### src/rtl/alu_arith_arbiter.sv
`default_nettype none
// ============================================================================
// Module      : alu_arith_arbiter
// Description : Round-robin arbiter sharing one arithmetic ALU between two
//               requesters, with a one-deep issue stage and credit-managed
//               per-requester response FIFOs.
// Revision    : 1.0 - initial release
// ============================================================================
module alu_arith_arbiter #(
    parameter int DATA_W    = 32,
    parameter int TAG_W     = 4,
    parameter int RSP_DEPTH = 2
) (
    input  logic                  clk,
    input  logic                  reset,
    input  logic [1:0]            req_valid,
    output logic [1:0]            req_ready,
    input  logic [2*DATA_W-1:0]   req_a,
    input  logic [2*DATA_W-1:0]   req_b,
    input  logic [5:0]            req_op,
    input  logic [2*TAG_W-1:0]    req_tag,
    output logic [1:0]            rsp_valid,
    input  logic [1:0]            rsp_ready,
    output logic [2*DATA_W-1:0]   rsp_data,
    output logic [2*TAG_W-1:0]    rsp_tag,
    output logic [DATA_W-1:0]     alu_in1,
    output logic [DATA_W-1:0]     alu_in2,
    output logic [2:0]            alu_op,
    input  logic [DATA_W-1:0]     alu_out
);

    localparam int PTR_W = (RSP_DEPTH > 1) ? $clog2(RSP_DEPTH) : 1;
    localparam int CNT_W = $clog2(RSP_DEPTH + 1);
    localparam logic [CNT_W:0] DEPTH_C = (CNT_W + 1)'(RSP_DEPTH);

    logic              issue_valid_q, issue_valid_d;
    logic              issue_owner_q, issue_owner_d;
    logic [DATA_W-1:0] issue_a_q, issue_a_d;
    logic [DATA_W-1:0] issue_b_q, issue_b_d;
    logic [2:0]        issue_op_q, issue_op_d;
    logic [TAG_W-1:0]  issue_tag_q, issue_tag_d;
    logic              last_grant_q, last_grant_d;
    logic [1:0]        eligible;
    logic [1:0]        grant;

    // Tie goes to the requester that did not win last time.
    always_comb begin
        grant = 2'b00;
        if (!reset) begin
            if (eligible[0] && (!eligible[1] || last_grant_q)) begin
                grant[0] = 1'b1;
            end else if (eligible[1]) begin
                grant[1] = 1'b1;
            end
        end
    end

    assign req_ready = grant;

    always_comb begin
        issue_valid_d = |grant;
        issue_owner_d = issue_owner_q;
        issue_a_d     = issue_a_q;
        issue_b_d     = issue_b_q;
        issue_op_d    = issue_op_q;
        issue_tag_d   = issue_tag_q;
        last_grant_d  = last_grant_q;
        if (|grant) begin
            issue_owner_d = grant[1];
            last_grant_d  = grant[1];
            issue_a_d     = grant[1] ? req_a[2*DATA_W-1:DATA_W] : req_a[DATA_W-1:0];
            issue_b_d     = grant[1] ? req_b[2*DATA_W-1:DATA_W] : req_b[DATA_W-1:0];
            issue_op_d    = grant[1] ? req_op[5:3] : req_op[2:0];
            issue_tag_d   = grant[1] ? req_tag[2*TAG_W-1:TAG_W] : req_tag[TAG_W-1:0];
        end
    end

    always_ff @(posedge clk) begin
        if (reset) begin
            issue_valid_q <= 1'b0;
            issue_owner_q <= 1'b0;
            issue_a_q     <= '0;
            issue_b_q     <= '0;
            issue_op_q    <= '0;
            issue_tag_q   <= '0;
            last_grant_q  <= 1'b1;
        end else begin
            issue_valid_q <= issue_valid_d;
            issue_owner_q <= issue_owner_d;
            issue_a_q     <= issue_a_d;
            issue_b_q     <= issue_b_d;
            issue_op_q    <= issue_op_d;
            issue_tag_q   <= issue_tag_d;
            last_grant_q  <= last_grant_d;
        end
    end

    // Operands hold while the issue stage is idle.
    assign alu_in1 = issue_a_q;
    assign alu_in2 = issue_b_q;
    assign alu_op  = issue_op_q;

    for (genvar g = 0; g < 2; g++) begin : g_rsp
        logic [DATA_W-1:0] data_q [RSP_DEPTH];
        logic [DATA_W-1:0] data_d [RSP_DEPTH];
        logic [TAG_W-1:0]  tag_q  [RSP_DEPTH];
        logic [TAG_W-1:0]  tag_d  [RSP_DEPTH];
        logic [PTR_W-1:0]  wr_q, wr_d, rd_q, rd_d;
        logic [CNT_W-1:0]  cnt_q, cnt_d;
        logic              push, pop;
        logic [CNT_W:0]    occupancy;

        assign push      = issue_valid_q && (issue_owner_q == 1'(g));
        assign pop       = rsp_ready[g] && (cnt_q != '0);
        // Credit counts the in-flight issue entry, so a push never overflows.
        assign occupancy = {1'b0, cnt_q} + {{CNT_W{1'b0}}, push};
        assign eligible[g] = req_valid[g] && (occupancy < DEPTH_C);

        always_comb begin
            data_d = data_q;
            tag_d  = tag_q;
            wr_d   = wr_q;
            rd_d   = rd_q;
            cnt_d  = cnt_q;
            if (push) begin
                data_d[wr_q] = alu_out;
                tag_d[wr_q]  = issue_tag_q;
                wr_d = (wr_q == PTR_W'(RSP_DEPTH - 1)) ? '0 : wr_q + 1'b1;
            end
            if (pop) begin
                rd_d = (rd_q == PTR_W'(RSP_DEPTH - 1)) ? '0 : rd_q + 1'b1;
            end
            case ({push, pop})
                2'b10:   cnt_d = cnt_q + 1'b1;
                2'b01:   cnt_d = cnt_q - 1'b1;
                default: cnt_d = cnt_q;
            endcase
        end

        always_ff @(posedge clk) begin
            if (reset) begin
                wr_q  <= '0;
                rd_q  <= '0;
                cnt_q <= '0;
            end else begin
                wr_q  <= wr_d;
                rd_q  <= rd_d;
                cnt_q <= cnt_d;
            end
            data_q <= data_d;
            tag_q  <= tag_d;
        end

        assign rsp_valid[g]                   = (cnt_q != '0);
        assign rsp_data[g*DATA_W +: DATA_W]   = data_q[rd_q];
        assign rsp_tag[g*TAG_W +: TAG_W]      = tag_q[rd_q];
    end

endmodule
`default_nettype wire

### config.mk
export PLATFORM = sky130hd
export DESIGN_NAME = alu_arith_arbiter
export DESIGN_NICKNAME = d
export VERILOG_FILES = /design/src/rtl/alu_arith_arbiter.sv
export SDC_FILE = /design/constraint.sdc
export NUM_CORES = 1
export LEC_CHECK = 0
export CORE_MARGIN = 3
export CORE_UTILIZATION = 41
export CTS_CLUSTER_DIAMETER = 40
export CTS_CLUSTER_SIZE = 12
export DETAILED_ROUTE_END_ITERATION = 8
export PLACE_DENSITY = 0.76
export SYNTH_ARGS = -nofsm -noshare
export SYNTH_HDL_FRONTEND = slang
export SYNTH_SLANG_ARGS = --single-unit
### constraint.sdc
create_clock -name clk -period 2.6 [get_ports clk]
set_clock_uncertainty 0.15 [all_clocks]
set_input_delay 0.39 -clock clk [delete_from_list [all_inputs] [get_ports clk]]
set_output_delay 0.39 -clock clk [all_outputs]
set_load 0.005 [all_outputs]
After elaboration in Yosys (flattened, before gate mapping)
Index checks and enable logic that the tools add are counted.
{"block": "op_classes", "muxes": 38, "order_cmp": 8, "n_reduce_logical": 16, "add_sub_neg": 10, "eq_ne": 4, "bitwise_logic": 5}
{"op": "32-bit two-way mux", "n": 10}
{"op": "64-bit bitwise mux", "n": 2}
{"op": "32-bit demux with 1-bit select", "n": 2}
{"op": "4-bit two-way mux", "n": 9}
{"op": "8-bit bitwise mux", "n": 2}
{"op": "1-bit logical AND", "n": 9}
{"op": "4-bit demux with 1-bit select", "n": 2}
{"op": "2-bit >= comparator, second input constant", "n": 4}
{"op": "1-bit NOT with 2-bit output", "n": 4}
{"op": "2-bit case mux with 2 select lines", "n": 2}
{"op": "2-bit nonzero test", "n": 4}
{"op": "1-bit two-way mux", "n": 7}
{"op": "2-bit by 1-bit adder with 3-bit output", "n": 2}
{"op": "3-bit by 2-bit less-than comparator with 1-bit output, second input constant", "n": 2}
{"op": "1-bit adder, second input constant", "n": 4}
{"op": "2-bit by 1-bit adder with 2-bit output, second input constant", "n": 2}
{"op": "2-bit by 1-bit == test with 1-bit output, second input constant", "n": 2}
{"op": "2-bit == test, second input constant", "n": 2}
{"op": "2-bit by 1-bit less-than comparator with 1-bit output, second input constant", "n": 2}
{"op": "2-bit by 1-bit subtractor with 2-bit output, second input constant", "n": 2}
{"op": "3-bit two-way mux", "n": 1}
{"op": "2-bit two-way mux", "n": 1}
{"op": "2-bit OR reduction", "n": 1}
{"op": "1-bit zero test", "n": 1}
{"op": "other kinds (2)", "n": 2}
{"block": "totals", "output_inout_bits": 143, "word_cells": 102, "reg_bits": 226, "input_bits": 180}

Longest topological paths before layout
Gate-level depths: netlist of the first run.
{"block": "depth", "word_depth": 10, "ltp_mapped": 6, "depth_no_buf": 6}

Worst setup path after synthesis of the first run
No wires, ideal clock.
{"block": "synth_path", "path_kind": "register to register", "startpoint": "register issue_owner_q", "endpoint": "register g_rsp[0].data_q[0] in the netlist's numbering (enable)", "t_arrival_ps": 2061, "path_slack_ps": -40, "path_buffers": 0, "path_stages_with_launch": 3, "cell_sequence": "dfxtp_1 nand2b_1 nor2_1"}
{"block": "synth_between", "elab_chain_len": 2}
{"element": "start: declaration", "line_no": "37", "source": "logic issue_owner_q, issue_owner_d;"}
{"element": "start signal: assignment", "line_no": "89", "source": "issue_owner_q <= issue_owner_d;"}
{"element": "1-bit NOT", "line_no": "113", "source": "assign push = issue_valid_q && (issue_owner_q == 1'(g));"}
{"element": "1-bit logical AND", "line_no": "113"}
{"element": "end signal: assignment", "line_no": "150", "source": "data_q <= data_d;"}
{"element": "end: declaration", "line_no": "104", "source": "logic [DATA_W-1:0] data_q [RSP_DEPTH];"}
No other way between the ends.
A chain may end at the register's enable or synchronous reset.

Worst setup path in the final report of the first run
{"block": "layout_path", "startpoint": "register g_rsp[0].rd_q", "endpoint": "output rsp_data[22]"}
{"block": "layout_between", "elab_chain_len": 4}
{"element": "start: declaration", "line_no": "108", "source": "logic [PTR_W-1:0] wr_q, wr_d, rd_q, rd_d;"}
{"element": "start signal: assignment", "line_no": "147", "source": "rd_q <= rd_d;"}
{"element": "1-bit NOT with 2-bit output (implied by the code)", "line_no": "155", "source": "assign rsp_data[g*DATA_W +: DATA_W] = data_q[rd_q];"}
{"element": "32-bit two-way mux (implied by the code) (3 in a row)", "line_no": "155"}
{"element": "end: declaration", "line_no": "24", "source": "output logic [2*DATA_W-1:0] rsp_data,"}
No other way between the ends. The select of a mux whose other input is x is not followed.

==> results of run 1 <==
==> metrics by stage <==
step / cells / TNS [ps] / area [um2] / setup slack [ps] / total power [uW]
2_1_floorplan: 611 / -2890 / 9350 / -40.2 / 6340
3_3_place_gp: 1182 / 0 / 12800 / 92.0 / 8030
3_5_place_dp: 1182 / 0 / 12800 / 71.8 / 8070
4_1_cts: 1243 / 0 / 13900 / 4.75 / 12600
5_1_grt: 1246 / 0 / 14000 / 1.07 / 13200
6_report: 1246 / 0 / 14000 / 70.3 / 12600
==> placed cells by master, fill, tap and decap left out, drive strengths merged <==
cell type,synthesis,routed
mux2i,67,67
o2bb2ai,1,1
nor2b,2,2
nand2b,3,3
o311ai,1,1
or3b,1,1
xor2,3,3
inv,2,4
nor2,83,83
or2,2,2
clkbuf,12,45
nand3,5,5
a21oi,3,3
o31ai,4,4
edfxtp,144,144
nor3b,1,1
o21ai,3,3
buf,30,13
nor3,2,2
xnor2,5,5
bufinv,0,3
and3,3,3
mux2,72,72
nand3b,1,1
a311oi,4,4
dfxtp,82,82
a211oi,67,67
ha,2,2
and2,2,2
clkdlybuf4s50,0,321
clkinv,0,13
nand2,2,2
or3,2,2
==> routing by layer <==
metal  vias up  GRT usage  part of all wire
met4         0     0.0475             0.019
met3        36     0.0874              0.10
li1       2961          -                 -
met2       261      0.339              0.51
met1      3052      0.216              0.37
met5         -          0                 0
==> layout make-up <==
cell class / count / share of cell area
timing repair buffer: 336 / 0.246
clock inverter: 18 / 0.0117
multi-input combinational: 341 / 0.220
tap: 280 / 0.0250
clock buffer: 43 / 0.0699
sequential: 226 / 0.427
inverter: 2 / 0.000536
==> repair_timing <==
item,4_1_cts,5_1_grt
setup buffers,0,1
resized for setup,3,3
cloned,0,2
endpoints found under the setup margin,30,32
==> state kept, by name (all words and copies together) (netlist names), 3 cells and up <==
signal / cells
alu_in1: 32
alu_in2: 32
alu_op: 3
g_rsp.cnt_q: 4
g_rsp.data_q: 128
g_rsp.tag_q: 16
issue_tag_q: 4
==> power by group through the flow <==
stage	clock, uW	sequential, uW	combinational [uW]
after floorplan	0	4620	1720
after global placement	0	4640	3390
after detailed placement	0	4670	3400
after CTS	4590	4620	3440
after global routing	4770	4680	3710
final	4490	4620	3450
==> worst max-delay path by stage <==
stage / from / end
2_1_floorplan: issue_owner_q$_SDFFE_PP0P_ / g_rsp[0].data_q[0]$_DFFE_PP_
3_3_place_gp: req_valid[0] / req_ready[0]
3_5_place_dp: req_valid[0] / req_ready[0]
4_1_cts: g_rsp[1].rd_q$_SDFFE_PP0P_ / rsp_tag[4]
5_1_grt: g_rsp[0].rd_q$_SDFFE_PP0P_ / rsp_data[10]
6_report: g_rsp[0].rd_q$_SDFFE_PP0P_ / rsp_data[22]
==> cell families after synthesis <==
logic type / share of synthesized area
compound gates: 0.105
xor+xnor: 0.00750
flops: 0.638
buf+inv: 0.0375
fa+ha+maj: 0.00268
simple gates: 0.0510
mux: 0.159
==> summary.md, run 1 <==
| Metric | Value |
|---|---|
| Outcome | finished, final reports clean |
| Number of buffers inserted during clock tree synthesis | 35 |
| Detailed Place HPWL | 16.8 mm |
| Final estimated routing congestion in global placement | 0.798 |
| Ys Warns | 0 |
| Number of failing setup endpoints in the final timing report | 0 |
| Combinational Power Share | 0.275 |
| Cell chain of the critical path | clkbuf_16 -> mux2_2 -> clkdlybuf4s50_1 |
| Clock tree from TritonCTS | yes |
| Starting density of the core | 0.423 |
| Proportion of layout cells with a drive suffix above 1 | 0.229 |
| Post-route worst hold slack | 54.0 ps |
| Multi-input combinational cell area | 3080 um2 |
| Worst-path clk slew | 50 ps |
| Diode count | 0 |
| Number of enable flip-flop cells after synthesis | 144 |
| Die footprint | 24600 um2 |
| Final hold violations | 0 |
| Worst path top cell family by delay | buffers and inverters |
| Number of fill cells in the layout | 1653 |
| Count of buffers inserted at the top-level ports | 322 |
| Antenna violations before repair | 0 |
| Fraction of power consumed by sequential logic | 0.368 |
| Detailed-router iteration count before antenna repair | 4 |
| Routed wire length | 25.1 mm |
| Placeable core area | 22100 um2 |
| Area taken by flip-flops and latches | 5980 um2 |
| WHS Endpoint | g_rsp[1].rd_q$_SDFFE_PP0P_ |
| Height of the die | 157 um |
| Max cap viols | 0 |
| Vias in the first global route | 6560 |
| Source of the worst hold timing path | reset |
| Leakage power summed over all cells | 0.00506 uW |
| Final Max Slew Viols | 0 |
| Startpoint of the most critical register-to-register path | issue_valid_q$_SDFF_PP0_ |
| Number of cells on the critical path | 3 |
| Final period demand of the worst path | 2530 ps |
| Number of levels the H-tree was split into | 2 |
| Portion of synthesized cell area occupied by the leading cell type | 0.463 |
| Worst Max-Slew Pin Slew | 757 ps |
| Via count normalized by instance count | 5.06 |
| Final Util | 0.634 |
| Floorplan row count | 54 |
| Library cell contributing the largest single delay on the critical path | sky130_fd_sc_hd__clkdlybuf4s50_1 |
| Async set-reset flop share out of synthesis | 0 |
| Total Nets Final | 1124 |
| Overall die width | 157 um |
| Maximum clock rate | 395 MHz |
| DRC | 0 |
| Power per unit of standard cell area | 896 nW/um2 |
| Largest buffer count on any clock path | 3 |
| Slack of the worst reg-to-reg path | 380 ps |
| Sequential area share after synthesis | 0.638 |
| Top post-synthesis cells by area | sky130_fd_sc_hd__edfxtp_1 46%, sky130_fd_sc_hd__dfxtp_1 18%, sky130_fd_sc_hd__a211oi_2 9.0% |
| Total internal power | 9290 uW |
| Num Clock Sinks | 226 |
| Data arrival time of the worst path | 1990 ps |
| Required arrival time at the worst endpoint | 2060 ps |
| RSZ-0062 raised after global routing | false |
| CTS Hold Buffers Added | 0 |
| Yosys reg bits | 226 |
| Endpoint type of the worst setup path | output pin |
| Type of the setup path with the least slack | flip-flop to output pin |
| Highest net fanout along the worst path | 15 |
| Number of cells traversed by the worst hold path | 2 |
| Switching part of the total power | 0.260 |
| Post-synth design cell area | 9350 um2 |
| VDD IR max | 0.000612 V |
| Min-Delay Path Class | input port to flip-flop |
| Cell chosen for the clock root | sky130_fd_sc_hd__clkbuf_16 |
| Latest clock arrival within the worst-skew pair | 480 ps |
| Syn avg cell area | 15.3 um2 |
| Iteration-0 DRC count of the detailed router | 228 |
| Combined buffer and inverter count along the critical path | 2 |
| Maximum number of pins on one net before global-route repair | 136 |
| Part of the cycle the worst path needs | 0.973 |
| Overflow left after global routing | 0 |
| Crit-path max cell delay | 470 ps |
| Library cells used by synthesis | 35 |
| Most numerous cell types in the synthesized netlist | 144 x sky130_fd_sc_hd__edfxtp_1, 83 x sky130_fd_sc_hd__nor2_1, 82 x sky130_fd_sc_hd__dfxtp_1 |
| Area added between synthesis and finish | 49.8% |
| Worst reg2reg path endpoint | alu_in2[5]$_SDFFE_PP0P_ |
| Prevailing post-synth register cell | sky130_fd_sc_hd__edfxtp_1 |
| DR WL/cell | 20.2 um |
| Overall track demand over capacity in global routing | 0.193 |
| IO Pins | 323 |
| First-pass GRT wire length | 36.8 mm |
| Library cell occupying the most area in the post-synthesis netlist | sky130_fd_sc_hd__edfxtp_1 |
| Dominant cell by count in the synthesized netlist | sky130_fd_sc_hd__edfxtp_1 |
| Type of element launching the critical path | flip-flop |
| Slew margin rel. | 0.496 |
| Switching power | 3270 uW |
| Syn nets | 793 |
| Via total after detailed routing | 6310 |
| Mapped Cells | 611 |
| Relative contribution of the clock network to total power | 0.357 |
| R2R depth | 5 |
| Antenna-violating nets left | 0 |
(Power assumes the default switching activity.)
==> run 2, diff against run 1 <==
Settings changed: CORE_UTILIZATION 41 to 46, PLACE_DENSITY 0.76 to 0.81, REMOVE_ABC_BUFFERS set to 1.
Clock period 2.6 ns to 2.7 ns, I/O delays scaled along.
==> run 2 against run 1 <==
Against the previous run:
- worst setup slack improved by 18 ps
- combinational power fell by 5.8%
- via count fell by 2.2%
- worst hold slack improved by 120 ps
- sequential power fell by 4%
- flip-flop and latch count did not move
- total power fell by 7.4%
- cell area fell by 1.4%
==> summary.md, run 2 (synthesis results as in run 1) <==
| Metric | Value |
|---|---|
| Data arrival time of the worst path | 2060 ps (+70 ps) |
| Startpoint of the most critical register-to-register path | issue_valid_q$_SDFF_PP0_ |
| Outcome | finished, final reports clean |
| Number of levels the H-tree was split into | 1 (-1) |
| Cell chosen for the clock root | sky130_fd_sc_hd__clkbuf_16 |
| Power per unit of standard cell area | 841 nW/um2 (-6.1%) |
| Num Clock Sinks | 226 (unchanged) |
| Leakage power summed over all cells | 0.00497 uW (-1.8%) |
| Height of the die | 149 um (-5.4%) |
| Total internal power | 8500 uW (-8.5%) |
| R2R depth | 6 (+1) |
| Combinational Power Share | 0.280 (+0.005) |
| Number of failing setup endpoints in the final timing report | 0 (unchanged) |
| Overflow left after global routing | 0 (unchanged) |
| Number of setup buffers added after CTS | 0 (unchanged) |
| Via total after detailed routing | 6174 (-2.2%) |
| Library cell contributing the largest single delay on the critical path | sky130_fd_sc_hd__clkdlybuf4s50_1 |
| First-pass GRT wire length | 35.7 mm (-3.0%) |
| Cell chain of the critical path | buf_12 -> mux2_2 -> clkdlybuf4s50_1 |
| Fraction of power consumed by sequential logic | 0.382 (+0.014) |
| RSZ-0062 raised after global routing | false |
| Most used cells in the layout excluding fill and tap cells | 320 x sky130_fd_sc_hd__clkdlybuf4s50_1, 144 x sky130_fd_sc_hd__edfxtp_1, 80 x sky130_fd_sc_hd__nor2_1 |
| IO Pins | 323 (unchanged) |
| Routed wire length | 23.8 mm (-5.4%) |
| Post-route worst hold slack | 176 ps (+122 ps) |
| Switching part of the total power | 0.269 (+0.00857) |
| Max reg flops | 128 (unchanged) |
| Type of element launching the critical path | flip-flop |
| Overall track demand over capacity in global routing | 0.207 (+0.0131) |
| Worst-path clk slew | 60 ps (about the same) |
| Proportion of layout cells with a drive suffix above 1 | 0.230 (+0.00167) |
| Antenna-violating nets left | 0 (unchanged) |
| Vias in the first global route | 6477 (-1.3%) |
| Clock tree from TritonCTS | yes |
| Maximum number of pins on one net before global-route repair | 114 (-16%) |
| Count of buffers inserted at the top-level ports | 322 (unchanged) |
| Highest net fanout along the worst path | 33 (+18) |
| Min-Delay Path Class | input port to flip-flop |
| Slew margin rel. | 0.449 (-0.0463) |
| Number of cells traversed by the worst hold path | 2 (unchanged) |
| Area added between synthesis and finish | 47.7% |
| DRC | 0 (unchanged) |
| Antenna violations before repair | 2 (+2) |
| Total Nets Final | 1121 (-0.27%) |
| WHS Endpoint | alu_in1[22]$_SDFFE_PP0P_ |
| Iteration-0 DRC count of the detailed router | 243 (+6.6%) |
| Combined buffer and inverter count along the critical path | 2 (unchanged) |
| Number of fill cells in the layout | 1345 (-19%) |
| DR WL/cell | 19.4 um (-3.8%) |
| Placeable core area | 19700 um2 (-11%) |
| Detailed Place HPWL | 16.2 mm (-3.4%) |
| Die footprint | 22100 um2 (-10%) |
| Setup TNS | 0 ps (unchanged) |
| Final period demand of the worst path | 2610 ps |
| Required arrival time at the worst endpoint | 2140 ps (+80 ps) |
| Worst path top cell family by delay | buffers and inverters |
| Final estimated routing congestion in global placement | 0.794 (-0.49%) |
| Crit-path max cell delay | 490 ps (+20 ps) |
| Maximum clock rate | 383 MHz |
| Worst Max-Slew Pin Slew | 826 ps (+69.5 ps) |
| Reg with most FFs | g_rsp.data_q |
| Final Max Slew Viols | 0 (unchanged) |
| Max cap viols | 0 (unchanged) |
| Floorplan row count | 51 (-5.6%) |
| Endpoint type of the worst setup path | output pin |
| Largest buffer count on any clock path | 3 (unchanged) |
| CTS Hold Buffers Added | 0 (unchanged) |
| Worst reg2reg path endpoint | alu_in2[5]$_SDFFE_PP0P_ |
| Via count normalized by instance count | 5.04 (-0.56%) |
| Source of the worst hold timing path | reset |
| Relative contribution of the clock network to total power | 0.338 (-0.019) |
| Switching power | 3120 uW (-4.4%) |
| Overall die width | 149 um (-5.4%) |
| Slack of the worst reg-to-reg path | 550 ps (+170 ps) |
| Latest clock arrival within the worst-skew pair | 520 ps (+40 ps) |
| Leading cell type in the layout, fill and taps excluded | sky130_fd_sc_hd__clkdlybuf4s50_1 |
| Part of the cycle the worst path needs | 0.967 |
| VDD IR max | 0.000501 V (-18%) |
| Type of the setup path with the least slack | flip-flop to output pin |
| Detailed-router iteration count before antenna repair | 4 (unchanged) |
| Number of buffers inserted during clock tree synthesis | 31 (-11%) |
| Starting density of the core | 0.474 (+0.0510) |
| Final hold violations | 0 (unchanged) |
==> run 2: cell types whose count changed in the layout (fill, tap and decap cells not counted), moves of 4 or more <==
| cell | change |
|---|---|
| sky130_fd_sc_hd__clkinvlp_4 | +4 |
| sky130_fd_sc_hd__clkinv_2 | -5 |
| sky130_fd_sc_hd__buf_4 | +5 |
| sky130_fd_sc_hd__clkbuf_16 | -8 |
| sky130_fd_sc_hd__clkinv_4 | +8 |
| sky130_fd_sc_hd__clkinv_1 | -7 |
==> run 2: cell type report <==
cell class	instances	area (um2)	area share
diodes	2	5.00	0.000362
clock buffers	34	797	0.0577
clock inverters	19	224	0.0162
inverters	2	7.51	0.000544
multi-input cells	341	3080	0.223
flip-flops and latches	226	5970	0.432
well taps	265	332	0.0240
repair buffers	337	3390	0.246
==> run 2: through the flow <==
step	cells	cell area, um2	util	setup WS (ps)	total power (uW)
detailed placement	1171	12800	0.648	28.8	7770
CTS	1224	13800	0.700	43.4	11800
floorplan	569	9000	-	-4410	6050
finish	1226	13800	0.700	88.3	11600
global placement	1171	12800	0.648	76.9	7720
global route	1226	13800	0.700	11.6	12200
==> run 2: how the worst max path moves through the flow <==
stage | to | depth (start not counted) | startpoint | slack (ps)
after detailed placement | req_ready[0] | 5 | req_valid[0] | 30
after global placement | req_ready[0] | 5 | req_valid[0] | 80
after CTS | req_ready[1] | 4 | g_rsp[0].cnt_q[0]$_SDFFE_PP0P_ | 40
after floorplan | alu_in1[0]$_SDFFE_PP0P_ | 3 | issue_valid_q$_SDFF_PP0_ | -4410
final | rsp_tag[0] | 3 | g_rsp[0].rd_q$_SDFFE_PP0P_ | 90
after global routing | req_ready[1] | 4 | issue_owner_q$_SDFFE_PP0P_ | 10
==> run 2: routing by layer <==
metal / vias to the layer above / wire, um / part of all wire / GRT usage
met1: 2945 / 8620 / 0.36 / 0.228
met5: - / 0 / 0 / 0
met3: 30 / 2720 / 0.11 / 0.0911
met4: 0 / 409 / 0.017 / 0.0651
li1: 2957 / - / - / -
met2: 242 / 12000 / 0.51 / 0.358
==> run 2: repair_timing <==
action / CTS / global route
endpoints found under the setup margin: 2 / 1
gates resized for setup: 2 / 2
gates cloned: 0 / 0
==> run 2: worst reg2reg max path, stage by stage, from the launching register on <==
cell	delay, ps
sky130_fd_sc_hd__dfxtp_2	350
sky130_fd_sc_hd__and3_4	220
sky130_fd_sc_hd__o311ai_4	310
sky130_fd_sc_hd__buf_4	180
sky130_fd_sc_hd__buf_12	400
sky130_fd_sc_hd__nor2_1	250
sky130_fd_sc_hd__a211oi_2	220
==> run 2: power by group through the flow <==
stage	sequential, uW	clock (uW)	combinational (uW)
after floorplan	4540	0	1510
after global placement	4470	0	3250
after detailed placement	4500	0	3270
after CTS	4440	4020	3300
after global routing	4490	4170	3500
final	4430	3930	3250
==> run 3, diff against run 2 <==
Settings changed: CORE_UTILIZATION 46 to 41, PLACE_DENSITY 0.81 to 0.86.
Clock period 2.7 ns to 2.15 ns, I/O delays scaled along.
==> run 3 against run 2 <==
Against the previous run:
- the run now ends with setup timing left
- worst hold slack got worse by 120 ps
- non-clock buffer count rose by 47
- worst setup slack worse by 220 ps
- die area grew 12%
- sequential power is 27% higher
- total power grew 42%
- routed wire length grew 20%
- cell area rose by 7.5%
- register-to-register slack got worse by 390 ps
- largest cell class unchanged
==> summary.md, run 3 (synthesis results as in run 1) <==
| Metric | Value |
|---|---|
| Area taken by flip-flops and latches | 5980 um2 (+0.19%) |
| Part of the cycle the worst path needs | 1.06 |
| Type of element launching the critical path | flip-flop |
| Multi-input combinational cell area | 3310 um2 (+7.6%) |
| DR WL/cell | 21.9 um (+13%) |
| Maximum clock rate | 438 MHz |
| Height of the die | 157 um (+5.7%) |
| Leading cell type in the layout, fill and taps excluded | sky130_fd_sc_hd__clkdlybuf4s50_1 |
| Max cap viols | 0 (unchanged) |
| Slew margin rel. | 0.672 (+0.222) |
| IO Pins | 323 (unchanged) |
| VDD IR max | 0.000767 V (+53%) |
| Outcome | complete, but fails checks |
| Number of failing setup endpoints in the final timing report | 23 (+23) |
| Total Nets Final | 1172 (+4.5%) |
| Routed wire length | 28.4 mm (+20%) |
| Proportion of layout cells with a drive suffix above 1 | 0.344 (+0.114) |
| Count of placed standard cells in the final layout, fillers left out | 1296 (+5.7%) |
| Final estimated routing congestion in global placement | 0.758 (-4.5%) |
| Clock tree from TritonCTS | yes |
| Post-route worst hold slack | 59.5 ps (-117 ps) |
| Worst setup margin | -135 ps (-223 ps) |
| Number of fill cells in the layout | 1456 (+8.3%) |
| Detailed-router iteration count before antenna repair | 4 (unchanged) |
| Overall track demand over capacity in global routing | 0.215 (+0.00858) |
| Antenna-violating nets left | 0 (unchanged) |
| Final Max Slew Viols | 0 (unchanged) |
| Required arrival time at the worst endpoint | 1680 ps (-460 ps) |
| Vias in the first global route | 6968 (+7.6%) |
| Crit. Startpoint | g_rsp[1].rd_q$_SDFFE_PP0P_ |
| Area added between synthesis and finish | 58.8% |
| CTS Hold Buffers Added | 0 (unchanged) |
| Data arrival time of the worst path | 1810 ps (-250 ps) |
| Final Util | 0.672 (-0.0285) |
| Die footprint | 24600 um2 (+12%) |
| Leakage power summed over all cells | 0.00571 uW (+15%) |
| Cell chosen for the clock root | sky130_fd_sc_hd__clkbuf_16 |
| Cell count after placement | 1199 (+2.4%) |
| RSZ-0062 raised after global routing | true |
| Diode count | 0 (-2) |
| Num Clock Sinks | 226 (unchanged) |
| Via count normalized by instance count | 5.14 (+2.0%) |
| Setup slack after placement | -306 ps (-335 ps) |
| Largest buffer count on any clock path | 3 (unchanged) |
| Library cell contributing the largest single delay on the critical path | sky130_fd_sc_hd__dfxtp_4 |
| Number of buffers inserted during clock tree synthesis | 35 (+13%) |
| Starting density of the core | 0.423 (-0.0510) |
| Type of the setup path with the least slack | flip-flop to output pin |
| Source of the worst hold timing path | reset |
| Crit-path max cell delay | 370 ps (-120 ps) |
| Most used cells in the layout excluding fill and tap cells | 246 x sky130_fd_sc_hd__clkdlybuf4s50_1, 144 x sky130_fd_sc_hd__edfxtp_1, 79 x sky130_fd_sc_hd__nor2_1 |
| PnR Total Power | 16500 uW (+42%) |
| Violations in the final reports | setup timing |
| Number of levels the H-tree was split into | 2 (+1) |
| Floorplan row count | 54 (+5.9%) |
| Count of buffers inserted at the top-level ports | 322 (unchanged) |
| DRC | 0 (unchanged) |
| Combined buffer and inverter count along the critical path | 5 (+3) |
| Worst path top cell family by delay | buffers and inverters |
| Reg with most FFs | g_rsp.data_q |
| Iteration-0 DRC count of the detailed router | 294 (+21%) |
| Detailed Place HPWL | 17.0 mm (+4.8%) |
| Min-Delay Path Class | input port to flip-flop |
| Cell chain of the critical path | buf_12 -> buf_12 -> buf_16 -> buf_6 -> mux2_4 -> buf_6 |
| Maximum number of pins on one net before global-route repair | 74 (-35%) |
| First-pass GRT wire length | 40.7 mm (+14%) |
| Final period demand of the worst path | 2280 ps |
| Power per unit of standard cell area | 1110 nW/um2 (+32%) |
| Via total after detailed routing | 6657 (+7.8%) |
| Worst Max-Slew Pin Slew | 493 ps (-334 ps) |
| Placeable core area | 22100 um2 (+12%) |
| Endpoint type of the worst setup path | output pin |
| Startpoint of the most critical register-to-register path | g_rsp[1].cnt_q[0]$_SDFFE_PP0P_ |
| Overall die width | 157 um (+5.7%) |
| Overflow left after global routing | 0 (unchanged) |
| Final hold violations | 0 (unchanged) |
| Worst-path clk slew | 60 ps (about the same) |
| Max reg flops | 128 (unchanged) |
| Latest clock arrival within the worst-skew pair | 490 ps (-30 ps) |
| Antenna violations before repair | 0 (-2) |
| Highest net fanout along the worst path | 7 (-79%) |
-- run 3: where the power goes --
| group | total [uW] | switching, uW | internal, uW |
|---|---|---|---|
| logic | 5070 | 2130 | 2940 |
| clock network | 5850 | 2070 | 3780 |
| registers | 5610 | 333 | 5280 |
-- run 3: final cells by class --
type,instances,area share
clock buffers,43,0.0638
inverters,2,0.000506
well taps,280,0.0236
clock inverters,20,0.0186
flip-flops and latches,226,0.403
repair buffers,384,0.267
multi-input cells,341,0.223
-- run 3: stage by stage --
step	TNS, ps	instance area [um2]
finish	-1100	14800
global route	-2360	14800
CTS	-2130	14800
detailed placement	-13260	13000
global placement	-10610	13000
floorplan	-395200	9000
-- run 3: final timing paths --
kind | to | slack (ps) | depth (start not counted)
max | rsp_data[58] | -130 | 6
min | g_rsp[0].cnt_q[0]$_SDFFE_PP0P_ | 60 | 2
max reg2reg | g_rsp[1].cnt_q[1]$_SDFFE_PP0P_ | 160 | 6
min reg2reg | g_rsp[1].tag_q[6]$_DFFE_PP_ | 340 | 0
-- run 3: routing by layer --
| metal | GRT usage | part of all wire |
|---|---|---|
| met3 | 0.0965 | 0.11 |
| met1 | 0.231 | 0.36 |
| met2 | 0.381 | 0.51 |
| met5 | 0 | 0 |
| met4 | 0.0634 | 0.024 |
-- run 3: what timing repair did --
action                                  CTS  global route
pin swaps                                 2             1
buffers inserted                         33             3
cloned                                    6             1
endpoints found under the setup margin   75            98
resized for setup                       365            60
